==> src/rtl/fetch_decode_buffer_pkg.sv <==
// fetch_decode_buffer_pkg
// Shared constants and types for the fetch/decode decoupling buffer.
//   FDB_NOP_INSTR  : bubble encoding presented to decode when nothing is buffered
//   FDB_HALT_INSTR : halt encoding (all zeros)
//   INSTR_W        : instruction / PC width
//   fetch_entry_t  : one buffered fetch result {instr, incpc, err}
package fetch_decode_buffer_pkg;

  localparam int          INSTR_W        = 16;
  localparam logic [15:0] FDB_NOP_INSTR  = 16'h0800;
  localparam logic [15:0] FDB_HALT_INSTR = 16'h0000;

  typedef struct packed {
    logic [INSTR_W-1:0] instr;
    logic [INSTR_W-1:0] incpc;
    logic               err;
  } fetch_entry_t;

  localparam int ENTRY_W = $bits(fetch_entry_t);

endpackage

==> src/rtl/fetch_decode_buffer_storage.sv <==
// fdb_storage
// DEPTH x ENTRY_W register array backing the fetch/decode buffer.
// Ports:
//   clk, rst          : clock, asynchronous active-low reset (array cleared)
//   wr_en, wr_ptr     : write enable and slot index
//   wr_data           : packed fetch_entry_t to store
//   rd_ptr, rd_data   : combinational read of the addressed slot
module fdb_storage
  import fetch_decode_buffer_pkg::*;
#(
  parameter  int DEPTH = 2,
  localparam int PTR_W = $clog2(DEPTH)
) (
  input  logic               clk,
  input  logic               rst,
  input  logic               wr_en,
  input  logic [PTR_W-1:0]   wr_ptr,
  input  logic [ENTRY_W-1:0] wr_data,
  input  logic [PTR_W-1:0]   rd_ptr,
  output logic [ENTRY_W-1:0] rd_data
);

  logic [ENTRY_W-1:0] mem_r [DEPTH];

  // Slot array: cleared on reset, written by the top's push strobe.
  always_ff @(posedge clk or negedge rst) begin
    if (!rst) begin
      for (int i = 0; i < DEPTH; i++) begin
        mem_r[i] <= {ENTRY_W{1'b0}};
      end
    end else if (wr_en) begin
      mem_r[wr_ptr] <= wr_data;
    end
  end

  assign rd_data = mem_r[rd_ptr];

endmodule

==> src/rtl/fetch_decode_buffer.sv <==
// fetch_decode_buffer
// Small FIFO decoupling fetch from decode. Fetch pushes {instr, incpc, err}
// when in_ready; decode sees the oldest entry (or a NOP bubble when empty) and
// pops it with out_ready. flush discards everything and wins over push/pop.
// Ports:
//   clk, rst (async active-low)
//   in_valid, in_instr, in_incpc, in_err, in_ready     : fetch side
//   out_valid, out_instr, out_incpc, out_err, out_ready : decode side
//   flush : redirect, drops all entries and any same-cycle push
//   count : current occupancy (0..DEPTH)
// Optional (macro FDB_PERF_CNT_EN): bubble_cnt, full_cnt saturating counters.
module fetch_decode_buffer
  import fetch_decode_buffer_pkg::*;
#(
  parameter  int          DEPTH     = 2,
  parameter  logic [15:0] NOP_INSTR = FDB_NOP_INSTR,
  localparam int          PTR_W     = $clog2(DEPTH),
  localparam int          CNT_W     = $clog2(DEPTH) + 1
) (
  input  logic               clk,
  input  logic               rst,
  input  logic               in_valid,
  input  logic [INSTR_W-1:0] in_instr,
  input  logic [INSTR_W-1:0] in_incpc,
  input  logic               in_err,
  output logic               in_ready,
  output logic               out_valid,
  output logic [INSTR_W-1:0] out_instr,
  output logic [INSTR_W-1:0] out_incpc,
  output logic               out_err,
  input  logic               out_ready,
  input  logic               flush,
  output logic [CNT_W-1:0]   count
`ifdef FDB_PERF_CNT_EN
  ,
  output logic [15:0]        bubble_cnt,
  output logic [15:0]        full_cnt
`endif
);

  localparam logic [CNT_W-1:0] FULL_CNT = CNT_W'(DEPTH);
  localparam logic [CNT_W-1:0] CNT_ONE  = CNT_W'(1);
  localparam logic [PTR_W-1:0] PTR_ONE  = PTR_W'(1);

  logic [PTR_W-1:0]   rd_ptr_r;
  logic [PTR_W-1:0]   wr_ptr_r;
  logic [CNT_W-1:0]   count_r;
  logic               push_s;
  logic               pop_s;
  fetch_entry_t       wr_entry_s;
  fetch_entry_t       head_s;
  logic [ENTRY_W-1:0] rd_data_s;

  // Both ready/valid come only from the occupancy register, so there is no
  // combinational path from out_ready to in_ready or from in_* to out_*.
  assign in_ready  = (count_r != FULL_CNT);
  assign out_valid = (count_r != {CNT_W{1'b0}});
  assign count     = count_r;

  assign push_s = in_valid & in_ready & ~flush;
  assign pop_s  = out_valid & out_ready & ~flush;

  assign wr_entry_s.instr = in_instr;
  assign wr_entry_s.incpc = in_incpc;
  assign wr_entry_s.err   = in_err;
  assign head_s           = fetch_entry_t'(rd_data_s);

  fdb_storage #(
    .DEPTH (DEPTH)
  ) u_storage (
    .clk     (clk),
    .rst     (rst),
    .wr_en   (push_s),
    .wr_ptr  (wr_ptr_r),
    .wr_data (wr_entry_s),
    .rd_ptr  (rd_ptr_r),
    .rd_data (rd_data_s)
  );

  // Pointer and occupancy update; flush clears everything and beats push/pop.
  always_ff @(posedge clk or negedge rst) begin
    if (!rst) begin
      rd_ptr_r <= {PTR_W{1'b0}};
      wr_ptr_r <= {PTR_W{1'b0}};
      count_r  <= {CNT_W{1'b0}};
    end else if (flush) begin
      rd_ptr_r <= {PTR_W{1'b0}};
      wr_ptr_r <= {PTR_W{1'b0}};
      count_r  <= {CNT_W{1'b0}};
    end else begin
      // Pointers wrap naturally because DEPTH is a power of two.
      if (push_s) begin
        wr_ptr_r <= wr_ptr_r + PTR_ONE;
      end
      if (pop_s) begin
        rd_ptr_r <= rd_ptr_r + PTR_ONE;
      end
      case ({push_s, pop_s})
        2'b10:   count_r <= count_r + CNT_ONE;
        2'b01:   count_r <= count_r - CNT_ONE;
        default: count_r <= count_r;
      endcase
    end
  end

  // Head presentation: real entry when occupied, NOP bubble otherwise.
  always_comb begin
    out_instr = NOP_INSTR;
    out_incpc = {INSTR_W{1'b0}};
    out_err   = 1'b0;
    if (out_valid) begin
      out_instr = head_s.instr;
      out_incpc = head_s.incpc;
      out_err   = head_s.err;
    end else begin
      out_instr = NOP_INSTR;
      out_incpc = {INSTR_W{1'b0}};
      out_err   = 1'b0;
    end
  end

`ifdef FDB_PERF_CNT_EN
  logic [15:0] bubble_cnt_r;
  logic [15:0] full_cnt_r;

  // Saturating stall counters; deliberately insensitive to flush.
  always_ff @(posedge clk or negedge rst) begin
    if (!rst) begin
      bubble_cnt_r <= 16'h0000;
      full_cnt_r   <= 16'h0000;
    end else begin
      if (out_ready && !out_valid && (bubble_cnt_r != 16'hFFFF)) begin
        bubble_cnt_r <= bubble_cnt_r + 16'h0001;
      end
      if (in_valid && !in_ready && (full_cnt_r != 16'hFFFF)) begin
        full_cnt_r <= full_cnt_r + 16'h0001;
      end
    end
  end

  assign bubble_cnt = bubble_cnt_r;
  assign full_cnt   = full_cnt_r;
`else
  // Performance counters not built in this configuration.
`endif

endmodule

==> config.mk <==
export PLATFORM = sky130hd
export DESIGN_NAME = fetch_decode_buffer
export DESIGN_NICKNAME = d
export VERILOG_FILES = /design/src/rtl/fetch_decode_buffer_pkg.sv /design/src/rtl/fetch_decode_buffer_storage.sv /design/src/rtl/fetch_decode_buffer.sv
export SDC_FILE = /design/constraint.sdc
export NUM_CORES = 1
export LEC_CHECK = 0
export ABC_AREA = 1
export CORE_MARGIN = 10
export CORE_UTILIZATION = 56
export CTS_BUF_LIST = sky130_fd_sc_hd__clkbuf_8
export DETAILED_ROUTE_END_ITERATION = 6
export GPL_ROUTABILITY_DRIVEN = 0
export GPL_TIMING_DRIVEN = 0
export PLACE_DENSITY = 0.88
export SLEW_MARGIN = 20
export SYNTH_ARGS = -nofsm -noshare
export SYNTH_HDL_FRONTEND = slang
export SYNTH_SLANG_ARGS = --single-unit
==> constraint.sdc <==
create_clock -name clk -period 2.75 [get_ports clk]
set_clock_uncertainty 0.15 [all_clocks]
set_input_delay 0.4125 -clock clk [delete_from_list [all_inputs] [get_ports clk]]
set_output_delay 0.4125 -clock clk [all_outputs]
set_load 0.05 [all_outputs]
==> metrics.md <==
| Metric | Value |
|---|---|
| Combinational power share | `51.9%` |
| Total number of vias | `3018` |
| Num CTS Buffers | `9` |
| Worst slew margin | `64.46%` |
| Vias in the first global route | `3047` |
| CP startpoint kind | `flip-flop` |
| Via/cell ratio | `5.399` |
| DP Wirelength | `6023 µm` |
| Kind of critical path | `flip-flop to output pin` |
| Critical Path Max Stage Delay | `830 ps` |
| CP top delay family | `buffers and inverters` |
| Sequential share of the synthesized area | `53.19%` |
| Final Cycle Share | `96.78%` |
| Clk_lat worst skew | `350 ps` |
| Unique cell type count in the Yosys netlist | `20` |
| Largest net degree at the start of global routing | `38` |
| Cell Pwr Density | `1181 nW/µm²` |
| FF/Latch Area | `1752 µm²` |
| Post-place setup slack | `-39.12 ps` |
| Ports | `75` |
| Synthesized area per cell | `8.337 µm²` |
| Fin Setup TNS | `0 ps` |
| HP Class | `flip-flop to flip-flop` |
| Drt pass-1 iters | `5` |
| Syn Inst Count | `395` |
| Setup slack after layout | `88.61 ps` |
| Initial antenna violation count | `0` |
| Total track usage | `17.98%` |
| P&R area growth vs syn | `31.38%` |
| Mapped Nets | `433` |
| Routed len/inst | `15.24 µm` |
| Reg clk slew, reported paths | `70 ps` |
| Iteration-0 DRC Markers | `168` |
| Maxcap violations | `0` |
| Post-Place Cell Area | `4141 µm²` |
| CTS tree | `done` |
| Seq cells post-synth | `70` |
| FILL cells | `418` |
| RSZ-0062 raised after global routing | `no` |
| Setup crit end kind | `output pin` |
| Die Wd | `96.69 µm` |
| Final min period | `2661 ps` |
| Required @ worst endpoint | `2190 ps` |
| Nets | `520` |
| P_int | `0.002656 W` |
| Setup violators final | `0` |
| Congestion Overflow GR | `0` |
| Sequential share of power | `34.3%` |
| Design Area, Final | `4327 µm²` |
| Layout cells sized above 1 | `17.04%` |
| PortBufs | `74` |
| Worst hold slack | `335.8 ps` |
| Lkg Pwr | `2.118 nW` |
| Sw frac | `48.01%` |
| Critical-path top delay cell | `clkdlybuf4s50_1` |
| CTS Sinks | `70` |
| Worst IR Drop VDD | `0.0006663 V` |
| First-pass GRT wire length | `14150 µm` |
| DRC viols | `0` |
| Final Hold Vio Count | `0` |
| Number of max-slew violations in the final report | `0` |
| Fmax | `0.3757 GHz` |
| Routed Antenna Nets | `0` |
| Status | `finished clean` |
| CP Buf/Inv Count | `3` |
| Root buffer cell | `clkbuf_8` |
| Max Buffers Root-to-Sink | `2` |
| Mapped Area | `3293 µm²` |
| Core Util, Final | `77.15%` |
| Multi-input gate area in the final layout | `1217 µm²` |
| Yosys warns | `0` |
| P_sw | `0.002453 W` |
| Row count | `27` |
| Clock power share | `13.9%` |
| Crit path DAT | `2100 ps` |
| Critical Path Fanout Max | `8` |
| CP cell instances | `buf_2 > clkinv_1 > nand2_1 > a21oi_1 > clkdlybuf4s50_1` |
| Final wirelength | `8520 µm` |
| Starting density of the core | `58.72%` |
| Diode count | `0` |
| Slew @ Worst Pin | `533.1 ps` |
| CORE AREA | `5608 µm²` |
| H-tree levels | `3` |
| Chip height | `96.69 µm` |
| Die footprint | `9348 µm²` |
cell usage in the layout, fill, tap and decap left out, drive strengths merged:
| master | instances |
|---|---|
| dlygate4sd2 | 7 |
| clkbuf | 23 |
| dfrtp | 70 |
| nand4 | 1 |
| dlygate4sd3 | 1 |
| clkdlybuf4s15 | 21 |
| nor2 | 3 |
| clkinvlp | 1 |
| a21oi | 33 |
| nand3 | 5 |
| nand2 | 148 |
| clkdlybuf4s50 | 42 |
| clkinv | 4 |
| inv | 43 |
| o21ai | 67 |
| nor3 | 2 |
| buf | 16 |
sequential cells by signal (all words and copies together) (netlist names):
signal and cells:
count 2, u_storage.mem_r 66, rd_ptr_r 1, wr_ptr_r 1
worst reg2reg max path: stages, from the launching register on:
cell and delay, ps:
dfrtp_1 450, inv_2 120, nand2_4 70, nand2_4 90
inv_4 50, nand3_4 60, clkbuf_1 430, o21ai_1 140
path summary, 6_finish.rpt:
check / start / endpoint / slack, ps / cells past startpoint
max: rd_ptr_r / out_incpc[15] / 90 / 5
min: u_storage.mem_r[55] / u_storage.mem_r[55] / 340 / 2
max reg2reg: count[0] / u_storage.mem_r[13] / 1060 / 7
min reg2reg: u_storage.mem_r[55] / u_storage.mem_r[55] / 340 / 2
max in group asynchronous: rst / u_storage.mem_r[65] / 1500 / 3
min in group asynchronous: rst / u_storage.mem_r[50] / 410 / 2
through the flow:
step,total power (W),cells
5_1_grt,0.005424,559
3_3_place_gp,0.004410,541
6_report,0.005109,559
4_1_cts,0.005133,559
2_1_floorplan,0.003601,395
3_5_place_dp,0.004497,542
power by group through the flow:
stage          registers, W  clock network, W  logic, W
5_1_grt             0.00180          0.000762   0.00286
2_1_floorplan       0.00174                 0   0.00186
6_report            0.00175          0.000709   0.00265
3_3_place_gp        0.00173                 0   0.00268
3_5_place_dp        0.00176                 0   0.00274
4_1_cts             0.00175          0.000711   0.00268
final cells by class:
cell class	instances	area share, %
plain buffers	24	3.933
clock buffers	10	3.181
clock inverters	6	0.6940
inverters	42	3.702
multi-input cells	259	28.14
flip-flops and latches	70	40.49
well taps	72	2.082
repair buffers	76	17.78
routing by layer:
metal	global-route usage, %	wire length (µm)	vias to the layer above	share of wire (%)
met4	9.019	208	0	2.4
met3	4.258	554	20	6.5
met5	0	0	-	0
met1	19.90	3328	1447	39
li1	-	-	1424	-
met2	31.34	4428	127	52
synth_stat cells, drive strengths merged:
master	n	area (µm²)
clkinv	1	3.750
nor3	2	10.01
dfrtp	70	1752
nand3	5	50.04
inv	41	156.4
buf	14	126.4
nor2	3	16.26
clkbuf	10	37.54
a21oi	33	165.2
nand2	148	570.6
nand4	1	6.260
o21ai	67	399.1
kinds of logic (layout without fill, tap and decap cells):
| family | after synthesis | in the layout | share of synthesized area, % |
|---|---|---|---|
| simple gates | 159 | 159 | 19.83 |
| flops | 70 | 70 | 53.19 |
| compound gates | 100 | 100 | 17.14 |
| buf+inv | 66 | 158 | 9.840 |
what timing repair did:
item	in CTS	in global routing
buffers inserted	0	0
endpoints found under the setup margin	31	21
gates resized for setup	74	12
hold buffers	1	0
endpoints found under the hold margin	33	0
(Power assumes the default switching activity.)
